$ cat src/rtl/mem_port_arbiter.sv
// Arbitrates IF and MEM-stage requests onto one req/ack word memory; IF is protected from data-side starvation.
// Latency: request sampled in IDLE -> mem_req next cycle -> ready the cycle after ack. Requesters are stalled until ready.
module mem_port_arbiter #(
  parameter int ADDR_W       = 10,
  parameter int STARVE_LIMIT = 4,
  parameter int TIMEOUT      = 255
) (
  input  logic              clock,
  input  logic              reset_n,
  input  logic              if_req,
  input  logic [31:0]       if_addr,
  output logic [31:0]       if_rdata,
  output logic              if_ready,
  input  logic              dm_req,
  input  logic              dm_we,
  input  logic [31:0]       dm_addr,
  input  logic [31:0]       dm_wdata,
  output logic [31:0]       dm_rdata,
  output logic              dm_ready,
  output logic              stall,
  output logic              mem_req,
  output logic              mem_we,
  output logic [ADDR_W-1:0] mem_addr,
  output logic [31:0]       mem_wdata,
  input  logic              mem_ack,
  input  logic [31:0]       mem_rdata,
  output logic              err_misaligned,
  output logic              err_timeout
);

  typedef enum logic [1:0] {IDLE, BUSY, RESP} state_t;

  localparam logic [3:0] STARVE_MAX = 4'(STARVE_LIMIT);
  localparam logic [8:0] WD_LIMIT   = 9'(TIMEOUT);

  state_t      state, next_state;
  logic        owner_dm;
  logic [3:0]  streak;
  logic [7:0]  wd;
  logic [8:0]  wd_inc;
  logic        sel_dm, start, misal, done_ack, done_to;
  logic        resp_dm;
  logic [31:0] sel_addr, resp_data;
  logic        unused_addr_bits;

  assign stall = (if_req & ~if_ready) | (dm_req & ~dm_ready);
  assign unused_addr_bits = ^sel_addr[31:ADDR_W+2];

  always_ff @(posedge clock) begin
    if (!reset_n) state <= IDLE;
    else          state <= next_state;
  end

  always_comb begin
    next_state = state;
    start      = 1'b0;
    misal      = 1'b0;
    done_ack   = 1'b0;
    done_to    = 1'b0;
    // IF wins a tie only once the data side has won STARVE_LIMIT times in a row against it.
    sel_dm     = dm_req & ~(if_req && (STARVE_LIMIT != 0) && (streak == STARVE_MAX));
    sel_addr   = sel_dm ? dm_addr : if_addr;
    wd_inc     = {1'b0, wd} + 9'd1;
    case (state)
      IDLE: begin
        if (if_req || dm_req) begin
          if (sel_addr[1:0] != 2'b00) begin
            misal      = 1'b1;
            next_state = RESP;
          end else begin
            start      = 1'b1;
            next_state = BUSY;
          end
        end
      end
      BUSY: begin
        if (mem_ack) begin
          done_ack   = 1'b1;
          next_state = RESP;
        end else if ((TIMEOUT != 0) && (wd_inc == WD_LIMIT)) begin
          done_to    = 1'b1;
          next_state = RESP;
        end
      end
      RESP:    next_state = IDLE;
      default: next_state = IDLE;
    endcase
    resp_dm   = misal ? sel_dm : owner_dm;
    resp_data = misal   ? 32'h0 :
                done_to ? 32'hDEADBEEF :
                mem_we  ? 32'h0 : mem_rdata;
  end

  always_ff @(posedge clock) begin
    if (!reset_n) begin
      owner_dm       <= 1'b0;
      streak         <= 4'd0;
      wd             <= 8'd0;
      mem_req        <= 1'b0;
      mem_we         <= 1'b0;
      mem_addr       <= '0;
      mem_wdata      <= 32'h0;
      if_ready       <= 1'b0;
      dm_ready       <= 1'b0;
      if_rdata       <= 32'h0;
      dm_rdata       <= 32'h0;
      err_misaligned <= 1'b0;
      err_timeout    <= 1'b0;
    end else begin
      if_ready       <= 1'b0;
      dm_ready       <= 1'b0;
      err_misaligned <= 1'b0;
      err_timeout    <= 1'b0;
      if (state == IDLE && (if_req || dm_req)) begin
        owner_dm <= sel_dm;
        if (sel_dm && if_req) streak <= (streak == 4'd15) ? 4'd15 : streak + 4'd1;
        else                  streak <= 4'd0;
      end
      if (start) begin
        mem_req   <= 1'b1;
        mem_we    <= sel_dm & dm_we;
        mem_addr  <= sel_addr[ADDR_W+1:2];
        mem_wdata <= sel_dm ? dm_wdata : 32'h0;
        wd        <= 8'd0;
      end
      if (state == BUSY) wd <= wd + 8'd1;
      if (misal || done_ack || done_to) begin
        mem_req        <= 1'b0;
        err_misaligned <= misal;
        err_timeout    <= done_to;
        if (resp_dm) begin
          dm_ready <= 1'b1;
          dm_rdata <= resp_data;
        end else begin
          if_ready <= 1'b1;
          if_rdata <= resp_data;
        end
      end
    end
  end

endmodule

$ cat config.mk
export PLATFORM = sky130hd
export DESIGN_NAME = mem_port_arbiter
export DESIGN_NICKNAME = d
export VERILOG_FILES = /design/src/rtl/mem_port_arbiter.sv
export SDC_FILE = /design/constraint.sdc
export NUM_CORES = 1
export LEC_CHECK = 0
export CORE_MARGIN = 4
export CORE_UTILIZATION = 30
export CTS_BUF_LIST = sky130_fd_sc_hd__clkbuf_16
export DETAILED_ROUTE_END_ITERATION = 16
export PLACE_DENSITY_LB_ADDON = 0.1
export SLEW_MARGIN = 0
export SYNTH_ARGS = -nofsm -noshare
export SYNTH_HDL_FRONTEND = slang
export SYNTH_SLANG_ARGS = --single-unit
$ cat constraint.sdc
create_clock -name clock -period 2.8 [get_ports clock]
set_input_delay 0.56 -clock clock [delete_from_list [all_inputs] [get_ports clock]]
set_output_delay 0.56 -clock clock [all_outputs]
set_load 0.02 [all_outputs]
-- Word level (Yosys, flattened, before mapping)
Cells that the tools add are included.
- register bits after elaboration: 127
- output and inout bits: 113
- add/sub/neg operators: 3
- eq/ne operators: 6
- muxes and demuxes: 28
- bitwise logic cells: 10
- reductions and logical operators: 14
- operators with widths (operator ; count):
    32-bit 2-to-1 mux ; 4
    8-bit 2-to-1 mux ; 2
    1-bit 2-to-1 mux ; 14
    12-bit 2-to-1 mux ; 1
    8-bit by 1-bit adder with 9-bit output, second input constant ; 1
    9-bit by 8-bit == test with 1-bit output, second input constant ; 1
    8-bit by 1-bit adder with 8-bit output, second input constant ; 1
    2-bit 2-to-1 mux ; 4
    4-bit 2-to-1 mux ; 2
    2-bit AND reduction ; 4
    1-bit NOT ; 5
    4-bit by 1-bit adder with 4-bit output, second input constant ; 1
    1-bit AND ; 4
    4-bit by 3-bit == test with 1-bit output, second input constant ; 1
    4-bit == test, second input constant ; 1
    2-bit case mux with 2 select lines ; 1
    2-bit nonzero test ; 2
    1-bit logical AND ; 3
    1-bit logical OR ; 3
    3-bit inequality test, second input constant ; 1
    2-bit by 1-bit == test with 1-bit output, second input constant ; 1
    2-bit zero test ; 1
    2-bit inequality test, second input constant ; 1
    2-bit OR reduction ; 1
    1-bit OR ; 1

-- Logic depth before layout (Yosys ltp)
Gate-level depths: netlist of the first run.
- word-level depth: 12
- mapped depth: 10
- depth with buffers taken out: 8

-- Least setup slack after synthesis of the first run
Ideal clock, no wire load.
- path kind: register -> register
- start: register wd[0]
- end: register if_rdata[13]
- library setup time: 126 ps
- arrival time: 2108 ps
- required time: 2674 ps
- setup slack: 566 ps
- stages on the path, launching flop included: 10
- clock period less this slack: 2234 ps
- path through: dfxtp_1 > ha_1 > nand3_2 > or3_4 > a211oi_2 > a31oi_1 > or2_1 > buf_6 > buf_12 > mux2i_1
- cells in the longest elaborated chain, start to end: 7
- elaborated cells on any way between the ends: 9
- classes of those cells: add/sub (1); eq/ne (1); mux (5); reduce/logical (2)
- RTL lines (item ; RTL line ; source):
    start, declared ; 39 ; logic [7:0] wd;
    start signal, assigned ; 126 ; if (state == BUSY) wd <= wd + 8'd1;
    8-bit by 1-bit adder with 9-bit output (*) ; 63 ; wd_inc = {1'b0, wd} + 9'd1;
    9-bit by 8-bit == test with 1-bit output (*) ; 80 ; end else if ((TIMEOUT != 0) && (wd_inc == WD_LIMIT)) begin
    1-bit 2-to-1 mux (*) ; 80 ;
    1-bit 2-to-1 mux (*) ; 77 ; if (mem_ack) begin
    1-bit 2-to-1 mux (*) ; 64 ; case (state)
    32-bit 2-to-1 mux / 1-bit logical OR (equally long branches) ; 90, 127 ;
    32-bit 2-to-1 mux / 2-bit AND reduction (equally long branches) ; n/a ;
    end signal, assigned ; 136 ; if_rdata <= resp_data;
    end, declared ; 12 ; output logic [31:0] if_rdata,
Mark *: on every way between the ends. The rest lies on a longest branch, timed or not.
A chain may end at the register's enable or synchronous reset.

-- Final worst setup path of the first run
- start: input port if_req
- end: register dm_rdata[7]
- cells in the longest elaborated chain, start to end: 11
- elaborated cells on any way between the ends: 14
- classes of those cells: mux (6); bitwise (2); reduce/logical (6)
- RTL lines (item ; RTL line ; source):
    start, declared ; 10 ; input logic if_req,
    1-bit logical AND ; 61 ; sel_dm = dm_req & ~(if_req && (STARVE_LIMIT != 0) && (streak == STARVE_MAX));
    1-bit NOT ; 61 ;
    1-bit AND ; 61 ;
    12-bit 2-to-1 mux ; 62 ; sel_addr = sel_dm ? dm_addr : if_addr;
    2-bit nonzero test ; 67 ; if (sel_addr[1:0] != 2'b00) begin
    1-bit 2-to-1 mux ; 67 ;
    1-bit 2-to-1 mux ; 66 ; if (if_req || dm_req) begin
    1-bit 2-to-1 mux ; 64 ;
    1-bit logical OR (2 in series) ; 127 ; if (misal || done_ack || done_to) begin
    2-bit AND reduction (no source line) ; n/a ;
    end signal, assigned ; 133 ; dm_rdata <= resp_data;
    end, declared ; 18 ; output logic [31:0] dm_rdata,
Parallel ways exist; a longest one is shown, timed or not.

==> reports/results.ini, run 1 <==
[synth]
avgSynthCellArea_um2=9.03
synth_top_cell_area_share=0.477
synth.distinct_cells=47
synthSimpleGateAreaFrac=0.202
syn_inst=591
async_flop_share=0
seq_area_frac_synth=0.477
synth_nets=729
synth_top_family_by_area=simple AND/OR/NAND/NOR gates
synth_fa_ha_area_frac=0.00938
syn_area_um2=5340
synth-compound-area-share=0.135
synth.area.top_cells=dfxtp_1, mux2i_1, nand2_1, nor2_1, a22oi_1
synth_largest_area_cell=dfxtp_1
synthMuxAreaShare=0.120
synth_edf_count=0
synth-main-ff-cell=dfxtp_1
ys_ff_latch=127
synth_xor_area_frac=0.00328
yosys_warnings=0

[clocking]
cts_tree=built
clkTransAtPathRegs_ns=0.05
clk_latency_ns=0.41
htree_levels=4
root_buffer=clkbuf_16
numCtsBuffers=17
cts_buffer_depth=2
post-cts-setup-buffers=0
cts.sinks=127

[cells_and_area]
num-fill-cells=1640
area_growth_syn_to_layout_pct=56.0
num_antenna_cells=0
final_layout_size_suffix_gt1_frac=0.0885
fin_nets=939

[sta]
timing.final.crit_period_ns=2.51
finalHoldViolCount=0
timing.fmax_mhz=399
fin_skew_ns=0.00873
tns_ns=0
fin_crit_sh=0.896
setup_viol=0
worst_pin_slew_ns=0.619
grt_setup_unrepaired=no
final_max_slew_viol_count=0
relSlewSlack=0.587

[setup_path]
cp_slowest_stage_delay_ns=0.47
crit_path_start_kind=input pin
crit_path_end_kind=flop
crit_required_ns=3.13
cp_common_cell=buf_4
cp_slowest_cell=clkdlybuf4s50_1
worstPathArrival_ns=2.84
worstSetupPathType=input pin to flop
crit_family=buffers and inverters
path_max_fanout=24
crit_chain=clkdlybuf4s50_1 > buf_4 > nor2_1 > a2111oi_1 > buf_4 > a211o_1 > a31oi_1 > nand2b_2 > buf_12 > mux2i_1
path_buf_inv=4

[routing]
totalWireLength_mm=15.8
avgViaCountPerCell=4.76
antenna_left=0
wl_per_cell_um=15.2
drc=0
drt_pass1_iterations=4
vias=4949
drt_iter0_drc=193

[power_and_ir_drop]
share_seq_of_total_power=0.388
ir_drop_mv=0.395
p_per_area_nw_per_um2=606
p_int_uw=3750
netSwitchingPower_uw=1290
clkPwrFrac=0.430
combPwrFrac=0.182
finalPower_uw=5040
p_leak_uw=0.00335
switching_share=0.257

[grt]
grt_pass1_wl_mm=25.8
antenna_found_initial=0
grt_max_degree=99
grt_pass1_vias=5075
grtUsageTotal=0.159
overflow=0

[die]
coreArea_um2=17400
initial_core_util=0.307
fp.dieH_um=141
die_area_um2=20000
rows=48
io_pins=247
die_w_um=141

[placement]
hpwl_mm=11.1
place_congestion=0.810
portBuffers=206

[run_status]
status=completed

[hold_path]
min_path_type=flop to flop

[job]
drv_cap=0

-- through the flow --
| step | std cells | util | hold WS (ns) | worst slack [ns] | area, µm² |
|---|---|---|---|---|---|
| global route | 1039 | 0.479 | 0.477 | 0.0766 | 8320 |
| global placement | 1007 | 0.446 | 0.445 | -0.0833 | 7740 |
| detailed placement | 1007 | 0.446 | 0.452 | -0.177 | 7740 |
| CTS | 1039 | 0.479 | 0.459 | 0.123 | 8320 |
| finish | 1039 | 0.479 | 0.454 | 0.293 | 8320 |
| floorplan | 591 | - | 0.471 | 0.566 | 5340 |
-- layer usage --
layer / up-vias / wire length [µm] / global-route usage
li1: 2471 / - / -
met1: 2297 / 7040 / 0.195
met2: 154 / 7180 / 0.251
met3: 27 / 1240 / 0.0573
met4: 0 / 354 / 0.0653
met5: - / 0 / 0
-- synthesized netlist by cell type (all sizes together) (7+ instances only) --
master  count
mux2i      64
o21ai      37
a22oi      33
nor3        8
clkbuf     32
a21oi      16
nand2      94
nand4b      9
dfxtp     127
buf        12
inv         9
nor2       71
and2       24
nand3       7
a311oi     10
-- placed cells by master, fill, tap and decap left out, types with 16 or more instances in the layout --
| cell type | count |
|---|---|
| clkdlybuf4s50_1 | 204 |
| buf_4 | 22 |
| dfxtp_1 | 127 |
| a22oi_1 | 33 |
| nor2_1 | 71 |
| o21ai_1 | 18 |
| a21oi_1 | 16 |
| clkbuf_16 | 17 |
| nand2_1 | 94 |
| and2_0 | 20 |
| mux2i_1 | 64 |
| o21ai_0 | 19 |
-- sequential cells by signal, summed over array words and instances (netlist names) --
register / count
err_misaligned: 1
wd: 8
mem_we: 1
dm_rdata: 32
state: 2
owner_dm: 1
mem_wdata: 32
err_timeout: 1
mem_addr: 10
if_ready: 1
dm_ready: 1
if_rdata: 32
mem_req: 1
streak: 4
-- worst min-delay path: cells and delay by family, from the launching register on --
kind             cells  cell delay [ns]
DFF                  1             0.30
and+or+nand+nor      1             0.05
muxes                1             0.05
-- path summary, 6_finish.rpt --
check	end	cells past startpoint	from	slack [ns]
worst max-delay path	dm_rdata[7]$_SDFFE_PN0P_	10	if_req	0.29
worst min-delay path	dm_rdata[19]$_SDFFE_PN0P_	2	dm_rdata[19]$_SDFFE_PN0P_	0.45
worst max register to register	if_rdata[29]$_SDFFE_PN0P_	8	wd[0]$_SDFFE_PN0P_	0.29
worst min register to register	dm_rdata[19]$_SDFFE_PN0P_	2	dm_rdata[19]$_SDFFE_PN0P_	0.45
-- power by group through the flow --
stage               clock network [µW]  registers, µW  logic, µW
floorplan                            0           2100        385
global placement                     0           1990        918
detailed placement                   0           1990        925
CTS                               2240           1960        929
global route                      2320           1970        989
finish                            2170           1960        917
-- layout make-up --
class | instances | area [µm²] | area share
flip-flops and latches | 127 | 2540 | 0.306
multi-input cells | 411 | 2520 | 0.303
repair buffers | 235 | 2360 | 0.284
clock buffers | 17 | 425 | 0.0511
well taps | 225 | 282 | 0.0338
clock inverters | 15 | 154 | 0.0185
inverters | 9 | 33.8 | 0.00406
-- logic make-up (layout without fill, tap and decap cells) --
family	count (synthesis)	count (layout)
adders and majority gates	4	4
DFF	127	127
AOI/OAI and AO/OA	110	110
buffers and inverters	53	276
xor gates and xnor gates	2	2
muxes	64	64
and+or+nand+nor	231	231
-- repair_timing --
item / CTS / global route
resized for setup: 0 / 1
setup endpoints to repair: 0 / 1
endpoints found under the hold margin: 0 / 0
hold buffers: 0 / 0
Power figures use the tool's default switching activity.
==> run 2: changes to the inputs <==
CTS_CLUSTER_SIZE = 24   (was unset)
GPL_TIMING_DRIVEN = 0   (was unset)
==> reports/results.ini, run 2 (same netlist as run 1, synthesis figures left out) <==
[die]
initial_core_util=0.307
die_w_um=141
rows=48
die_area_um2=20000
fp.dieH_um=141
io_pins=247
coreArea_um2=17400

[sta]
grt_setup_unrepaired=no
worst_pin_slew_ns=0.731
final_max_slew_viol_count=0
tns_ns=0
finalHoldViolCount=0
relSlewSlack=0.509
timing.fmax_mhz=376
fin_crit_sh=0.950
fin_skew_ns=0.00876
setup_viol=0
timing.final.crit_period_ns=2.66

[cells_and_area]
final_area_um2=8280
layout_common_cells=clkdlybuf4s50_1, dfxtp_1, nand2_1
fin_util=0.477
final_common_cell=clkdlybuf4s50_1
final_layout_size_suffix_gt1_frac=0.0666
area_growth_syn_to_layout_pct=55.1
reg_top3=dm_rdata x32, if_rdata x32, mem_wdata x32
fin_nets=952
num_antenna_cells=0

[placement]
hpwl_mm=13.0
place_congestion=0.798
portBuffers=204
placement.cell_area_um2=7660

[power_and_ir_drop]
clkPwrFrac=0.441
combPwrFrac=0.178
p_per_area_nw_per_um2=621
p_int_uw=3830
switching_share=0.255
p_leak_uw=0.00330
share_seq_of_total_power=0.381
ir_drop_mv=0.416
netSwitchingPower_uw=1310

[grt]
grt_max_degree=17
antenna_found_initial=0
overflow=0
grt_pass1_vias=5289
grtUsageTotal=0.172
grt_pass1_wl_mm=27.2

[routing]
totalWireLength_mm=17.1
wl_per_cell_um=16.3
vias=5049
drt_pass1_iterations=4
drc=0
antenna_left=0
drt_iter0_drc=240
avgViaCountPerCell=4.80

[clocking]
cts_buffer_depth=2
clkTransAtPathRegs_ns=0.05
root_buffer=clkbuf_16
htree_levels=4
cts.sinks=127
clk_latency_ns=0.42
numCtsBuffers=17
post-cts-setup-buffers=0
cts_tree=built

[setup_path]
crit_path_end_kind=output pin
path_max_fanout=6
crit_required_ns=2.24
worstSetupPathType=input pin to output pin
crit_path_start_kind=input pin
worstPathArrival_ns=2.10

[run_status]
status=completed

[hold_path]
min_path_type=flop to flop

[job]
drv_cap=0

## run 2: what timing repair did
action / in CTS / in global routing
setup endpoints to repair: 0 / 49
hold buffers: 0 / 0
resized for setup: 0 / 4
## run 2: layer usage
layer / wire length (µm) / GRT usage / vias up
li1: - / - / 2494
met1: 7260 / 0.206 / 2347
met2: 8000 / 0.281 / 189
met3: 1580 / 0.0677 / 19
met4: 245 / 0.0581 / 0
met5: 0 / 0 / -
## run 2: final cells by class
class	instances	area, µm²
buffer	44	254
clock buffer	17	425
clock inverter	14	176
fill	1658	9080
inverter	9	33.8
multi-input combinational	411	2520
sequential	127	2540
tap	225	282
timing repair buffer	204	2040
## run 2: worst paths after layout
path                                   from                        end  slack (ns)  cells after the start
setup / recovery                     dm_req                      stall        0.14                      4
hold / removal    dm_rdata[12]$_SDFFE_PN0P_  dm_rdata[12]$_SDFFE_PN0P_        0.45                      2
setup reg to reg         wd[0]$_SDFFE_PN0P_  dm_rdata[13]$_SDFFE_PN0P_        0.21                      8
hold reg to reg   dm_rdata[12]$_SDFFE_PN0P_  dm_rdata[12]$_SDFFE_PN0P_        0.45                      2
## run 2: power groups by stage
stage | sequential (µW) | combinational, µW | clock [µW]
after detailed placement | 2000 | 918 | 0
after floorplan | 2100 | 385 | 0
after global placement | 1990 | 907 | 0
after global routing | 1970 | 985 | 2400
final | 1960 | 913 | 2270
after CTS | 1960 | 922 | 2320
## run 2: critical path, stage by stage
cell and delay (ns):
clkdlybuf4s50_1 0.61, inv_1 0.15, o22ai_1 0.14, clkdlybuf4s50_1 0.63
## run 2: stage by stage
step	instances	worst slack (ns)	power [µW]	hold slack (ns)
after detailed placement	1020	-0.296	2920	0.452
after global placement	1020	-0.210	2900	0.446
after global routing	1051	0.00227	5360	0.476
after floorplan	591	0.566	2480	0.471
final	1051	0.141	5140	0.455
after CTS	1051	0.117	5200	0.459
==> run 3: changes to the inputs <==
GPL_ROUTABILITY_DRIVEN = 0   (was unset)
==> results of run 3 <==
Same layout as run 2: the final DEF is identical, and so are final timing and power.
